`src/rtl/pc_fetch_ctrl.sv`:
```
// Fetch sequencer: drives PC write controls, runs the imem req/ack
// handshake and hands fetched words to decode over valid/ready.
module pc_fetch_ctrl #(
  parameter int ADDR_W = 32,
  parameter int CNT_W  = 32,
  parameter int KILL_W = 16
) (
  input  logic              Clk,
  input  logic              Reset,
  input  logic [ADDR_W-1:0] pc_in,
  output logic              pc_we,
  output logic [2:0]        pc_src,
  output logic              branch_out,
  output logic              imem_req,
  output logic [ADDR_W-1:0] imem_addr,
  input  logic              imem_ack,
  input  logic [31:0]       imem_rdata,
  output logic              if_valid,
  output logic [31:0]       if_instr,
  input  logic              id_ready,
  input  logic              redir_valid,
  input  logic [2:0]        redir_src,
  input  logic              redir_taken,
  input  logic              halt,
  output logic              halted,
  output logic [CNT_W-1:0]  instr_cnt,
  output logic [KILL_W-1:0] kill_cnt
);

  typedef enum logic [2:0] {
    S_IDLE,
    S_FETCH,
    S_KILL,
    S_HOLD,
    S_HALT
  } state_t;

  state_t              r_state;
  state_t              w_next;
  logic [ADDR_W-1:0]   r_addr;
  logic [31:0]         r_instr;
  logic [CNT_W-1:0]    r_icnt;
  logic [KILL_W-1:0]   r_kcnt;

  logic w_eff_redir;
  logic w_ld_pc;
  logic w_ld_pc4;
  logic w_ld_instr;
  logic w_inc_instr;
  logic w_inc_kill;

  assign w_eff_redir = redir_valid &&
    ((redir_src == 3'd1) || (redir_src == 3'd2) ||
     ((redir_src == 3'd3) && redir_taken));

  assign imem_addr = r_addr;
  assign if_instr  = r_instr;
  assign instr_cnt = r_icnt;
  assign kill_cnt  = r_kcnt;

  always_comb begin
    w_next      = r_state;
    pc_we       = 1'b0;
    pc_src      = 3'd0;
    branch_out  = 1'b0;
    imem_req    = 1'b0;
    if_valid    = 1'b0;
    halted      = 1'b0;
    w_ld_pc     = 1'b0;
    w_ld_pc4    = 1'b0;
    w_ld_instr  = 1'b0;
    w_inc_instr = 1'b0;
    w_inc_kill  = 1'b0;
    if (w_eff_redir) begin
      pc_we      = 1'b1;
      pc_src     = redir_src;
      branch_out = (redir_src == 3'd3);
    end
    unique case (r_state)
      S_IDLE: begin
        // PC changes on a redirect edge, so launch next cycle instead
        if (!w_eff_redir) begin
          if (halt) begin
            w_next = S_HALT;
          end else begin
            w_next  = S_FETCH;
            w_ld_pc = 1'b1;
          end
        end
      end
      S_FETCH: begin
        imem_req = 1'b1;
        if (imem_ack && !w_eff_redir) begin
          w_next     = S_HOLD;
          w_ld_instr = 1'b1;
        end else if (imem_ack) begin
          w_next     = S_IDLE;
          w_inc_kill = 1'b1;
        end else if (w_eff_redir) begin
          w_next = S_KILL;
        end
      end
      S_KILL: begin
        imem_req = 1'b1;
        if (imem_ack) begin
          w_next     = S_IDLE;
          w_inc_kill = 1'b1;
        end
      end
      S_HOLD: begin
        if_valid = 1'b1;
        if (w_eff_redir) begin
          w_next     = S_IDLE;
          w_inc_kill = 1'b1;
        end else if (id_ready) begin
          pc_we       = 1'b1;
          w_inc_instr = 1'b1;
          if (halt) begin
            w_next = S_IDLE;
          end else begin
            w_next   = S_FETCH;
            w_ld_pc4 = 1'b1;
          end
        end
      end
      S_HALT: begin
        halted = 1'b1;
        if (!halt) w_next = S_IDLE;
      end
      default: w_next = S_IDLE;
    endcase
    if (Reset) begin
      w_next      = S_IDLE;
      pc_we       = 1'b0;
      pc_src      = 3'd0;
      branch_out  = 1'b0;
      imem_req    = 1'b0;
      if_valid    = 1'b0;
      halted      = 1'b0;
      w_ld_pc     = 1'b0;
      w_ld_pc4    = 1'b0;
      w_ld_instr  = 1'b0;
      w_inc_instr = 1'b0;
      w_inc_kill  = 1'b0;
    end
  end

  always_ff @(posedge Clk) begin
    if (Reset) begin
      r_state <= S_IDLE;
      r_addr  <= '0;
      r_instr <= '0;
      r_icnt  <= '0;
      r_kcnt  <= '0;
    end else begin
      r_state <= w_next;
      if (w_ld_pc)     r_addr  <= pc_in;
      if (w_ld_pc4)    r_addr  <= pc_in + ADDR_W'(4);
      if (w_ld_instr)  r_instr <= imem_rdata;
      if (w_inc_instr) r_icnt  <= r_icnt + CNT_W'(1);
      if (w_inc_kill)  r_kcnt  <= r_kcnt + KILL_W'(1);
    end
  end

endmodule

```
`config.mk`:
```
export PLATFORM = sky130hd
export DESIGN_NAME = pc_fetch_ctrl
export DESIGN_NICKNAME = d
export VERILOG_FILES = /design/src/rtl/pc_fetch_ctrl.sv
export SDC_FILE = /design/constraint.sdc
export NUM_CORES = 1
export LEC_CHECK = 0
export CAP_MARGIN = 20
export CORE_MARGIN = 2
export CORE_UTILIZATION = 24
export DETAILED_ROUTE_END_ITERATION = 10
export SLEW_MARGIN = 20
export SYNTH_ARGS = -nofsm -noshare
export SYNTH_HDL_FRONTEND = slang
export SYNTH_SLANG_ARGS = --single-unit
export TNS_END_PERCENT = 50
```
`constraint.sdc`:
```
create_clock -name Clk -period 2.26 [get_ports Clk]
set_input_delay 0.678 -clock Clk [delete_from_list [all_inputs] [get_ports Clk]]
set_output_delay 0.678 -clock Clk [all_outputs]
set_load 0.01 [all_outputs]
```
# == After elaboration in Yosys (flattened, before gate mapping) ==
# Cells that the tools add are included.
# op_classes
add_sub_neg,3
eq_ne,12
muxes,47
reduce_logical,10
# op_table
operator,count
$mux W32,2
$mux W3,11
$add A32 B1 Y32 const B,1
$add A32 B3 Y32 const B,1
$mux W1,32
$add A16 B1 Y16 const B,1
$pmux W3 S5,1
$eq A3 B2 Y1 const B,4
$eq A3 B1 Y1 const B,2
$ne A2 B2 Y1 const B,3
$reduce_and A5 Y1,1
$ne A4 B4 Y1 const B,1
$eq A3 B3 Y1 const B,1
$logic_and A1 B1 Y1,3
$logic_not A3 Y1,1
$ne A3 B3 Y1 const B,1
$pmux W1 S3,1
$logic_or A1 B1 Y1,2
$reduce_bool A2 Y1,1
$reduce_or A2 Y1,1
$logic_not A1 Y1,1
# word_totals
regBits,115
output_inout_bits,120
word_cells,77

# == Logic depth before layout (Yosys ltp) ==
# logic_depth
depth_word,9
depth_mapped,7
depth_no_buf,6

# == Worst setup path before layout ==
# No wires, ideal clock.
# synth_path
path_type,input port to output port
from,in redir_valid
to,out branch_out
arrival_ps,1902
required_time_ps,1582
setup_slack_ps,-320
cell_stages,5
path_cell_list,nor2b_1 -> nand3_1 -> clkbuf_1 -> nor3b_1 -> and3b_1
# synth_between
elab_chain_len,3
# synth_rtl
item,line,source
from (decl),21,"input logic redir_valid,"
$logic_and A1 B1 Y1,52,assign w_eff_redir = redir_valid &&
$mux W1,74,if (w_eff_redir) begin
$mux W1,132,if (Reset) begin
to (decl),13,"output logic branch_out,"
# No other way between the ends.

# == Worst setup path after layout ==
# Ends and elaborated chain as after synthesis.

==> results_dict.tcl <==
set metrics [dict create \
    muxShareOfSynthArea_pct 1.50 \
    syn_nets 766 \
    slew_violations 0 \
    p_per_area_nw_per_um2 643 \
    mostFrequentLayoutCell "clkdlybuf4s50_1" \
    irDropWorstVdd_v 0.000418 \
    antenna_found_initial 0 \
    ys_seq_area_share_pct 41.1 \
    fin_worst_skew_ns 0.0126 \
    vias_per_cell 4.65 \
    clock-sinks 115 \
    synth_ff_type "dfxtp_1" \
    initial_core_util_pct 24.6 \
    mappedNetlistArea_um2 5600 \
    finalPower_mw 6.00 \
    n_antenna_cell 0 \
    cp_data_required_time_ns 1.58 \
    synth_top_family_by_area "simple AND/OR/NAND/NOR gates" \
    yosys_warnings 0 \
    pin_count 194 \
    p_clk_share_pct 46.8 \
    fmax_mhz 448 \
    cts-root-buf "clkbuf_16" \
    syn_avg_cell_area_um2 8.13 \
    dieArea_um2 24600 \
    grtUsageTotal_pct 15.0 \
    drtPass1Iterations 4 \
    layout_common_cells "clkdlybuf4s50_1, dfxtp_1, nand2_1, buf_4, a21oi_1" \
    power_switching_mw 1.48 \
    drive_gt1_share_pct 18.4 \
    layout_min_cycle_time_ns 2.23 \
    synth_xor_area_share_pct 6.57 \
    fin_crit_sh_pct 98.9 \
    grt_start_max_net_pins 48 \
    synth-compound-area-share_pct 14.6 \
    wl_um 18800 \
    dpl-instance-area_um2 8600 \
    routedWlPerCell_um 14.6 \
    hp-class "flip-flop to flip-flop" \
    slew_headroom_pct 63.1 \
    clockBufferDepth 2 \
    totalNegativeSetupSlack_ns 0 \
    clkTransAtPathRegs_ns 0.05 \
    routabilityCongestion 0.781 \
    reg2reg_slack_ns 0.20 \
    route.detailed.drc 0 \
    cts_max_level 4 \
    clk_latency_ns 0.42 \
    cts_tree "built" \
    netlist_instances 689 \
    portBuffers 192 \
    final_cell_area_um2 9320 \
    timing.final.setup_violations 0 \
    ys_seq_elements 115 \
    async_flop_share_pct 0 \
    fp.coreArea_um2 22800 \
    dp_hpwl_um 13500 \
    seqPwrFrac_pct 36.5 \
    drtIter0Drc 251 \
    vias 5972 \
    numCtsBuffers 17 \
    swShare_pct 24.7 \
    synth_adder_area_share_pct 0.670 \
    pwr-share-comb_pct 16.7 \
    start_kind "primary input" \
    grt_pass1_wl_um 29100 \
    nNetsFinal 1036 \
    cp.arrival_ns 1.56 \
    outcome "completed" \
    rows 55 \
    grt_pass1_vias 5610 \
    cp_max_fo 3 \
    grt-ovfl-total 0 \
    synth_edf_count 0 \
    cp-end-kind "output pin" \
    ant_nets 0 \
    worst_pin_slew_ns 0.553 \
    power.leakage_nw 3.19 \
    p_int_mw 4.51 \
    drv_cap 0 \
    worstSetupPathType "primary input to output pin" \
    synth_simple_gate_area_share_pct 31.6 \
    rsz0062_at_grt "true" \
    syn_to_final_growth_pct 66.5 \
    hold_violations 0 \
    die_y_um 157 \
    yosysUniqueCellTypes 52 \
    die_x_um 157 \
]
[sequential cells by signal (all words and copies together) (netlist names)]
name and flops:
if_instr 32, instr_cnt 32, r_state 3, imem_addr 32
kill_cnt 16
[stage by stage]
step / setup slack [ns] / instances / utilization, % / hold WS [ns]
after floorplan: -0.0155 / 689 / - / 0.481
after global placement: -0.836 / 1251 / 37.8 / 0.441
after detailed placement: -0.852 / 1251 / 37.8 / 0.446
after CTS: -0.00304 / 1283 / 40.5 / 0.453
after global routing: -0.0623 / 1284 / 40.9 / 0.468
final: 0.0256 / 1284 / 40.9 / 0.451
[final cells by class]
type | instances | area [um^2]
well taps | 313 | 392
inverters | 11 | 41.3
clock buffers | 23 | 488
repair buffers | 291 | 2700
flip-flops and latches | 115 | 2300
fillers | 2268 | 13500
clock inverters | 8 | 125
multi-input cells | 523 | 3280
[kinds of logic (layout without fill, tap and decap cells)]
logic type / after synthesis / after routing
fa+ha+maj: 3 / 3
compound gates: 136 / 137
other cells: 1 / 1
flops: 115 / 115
xor+xnor: 42 / 42
mux: 8 / 8
buf+inv: 53 / 333
simple gates: 331 / 332
[synthesized netlist by cell type, types with 4 or more instances]
master     count  area share [%]
nand3_1       24             2.1
a211oi_1      31             4.2
a21oi_1       64             5.7
or4_1          4            0.54
clkbuf_1      32             2.1
nand4_1       27             3.0
nor3b_1        5            0.67
buf_2          5            0.45
xor2_1         6            0.94
nor3_1        10            0.89
nor4_2         8             1.8
mux2i_1        5            0.89
nor2b_1        6            0.67
and4_1        12             1.9
and3_1         9             1.0
or3_1         20             2.2
and2_1         7            0.78
nor4_1        20             2.2
o31ai_1        5            0.67
o21ai_0       23             2.1
nand2_1       95             6.4
nand3b_1       5            0.67
inv_1         11            0.74
dfxtp_1      115              41
xnor2_1       36             5.6
a2111oi_0      5            0.78
nor2_1        62             4.2
[per-layer routing]
layer	up-vias	GRT usage [%]	wire (um)
met3	23	3.88	875
li1	3037	-	-
met4	0	5.64	320
met5	-	0	0
met2	144	24.0	8830
met1	2768	19.2	8730
[power groups by stage]
| stage | sequential (mW) | clock (mW) | combinational (mW) |
|---|---|---|---|
| 4_1_cts | 2.19 | 2.89 | 0.995 |
| 2_1_floorplan | 2.27 | 0 | 0.355 |
| 6_report | 2.19 | 2.81 | 1.00 |
| 5_1_grt | 2.20 | 2.99 | 1.09 |
| 3_5_place_dp | 2.23 | 0 | 0.990 |
| 3_3_place_gp | 2.23 | 0 | 0.983 |
[final timing paths]
kind                 from             to  depth (start not counted)
max reg2reg  instr_cnt[2]  instr_cnt[31]                          6
min          if_instr[16]   if_instr[16]                          2
min reg2reg  if_instr[16]   if_instr[16]                          2
max           redir_valid     branch_out                          6
[critical path: stages]
cell     delay [ns]
buf_2          0.09
nor2b_4        0.19
nand3_4        0.11
nor3b_4        0.18
and3b_2        0.20
buf_6          0.10
[timing repair]
| item | in CTS | in global routing |
|---|---|---|
| gates cloned | 1 | 1 |
| endpoints found under the setup margin | 101 | 28 |
| pin swaps | 6 | 11 |
| setup buffers | 0 | 0 |
| endpoints found under the hold margin | 0 | 0 |
| resized for setup | 53 | 24 |
| hold buffers | 0 | 0 |
No activity file was read; power rests on OpenSTA's default activity.
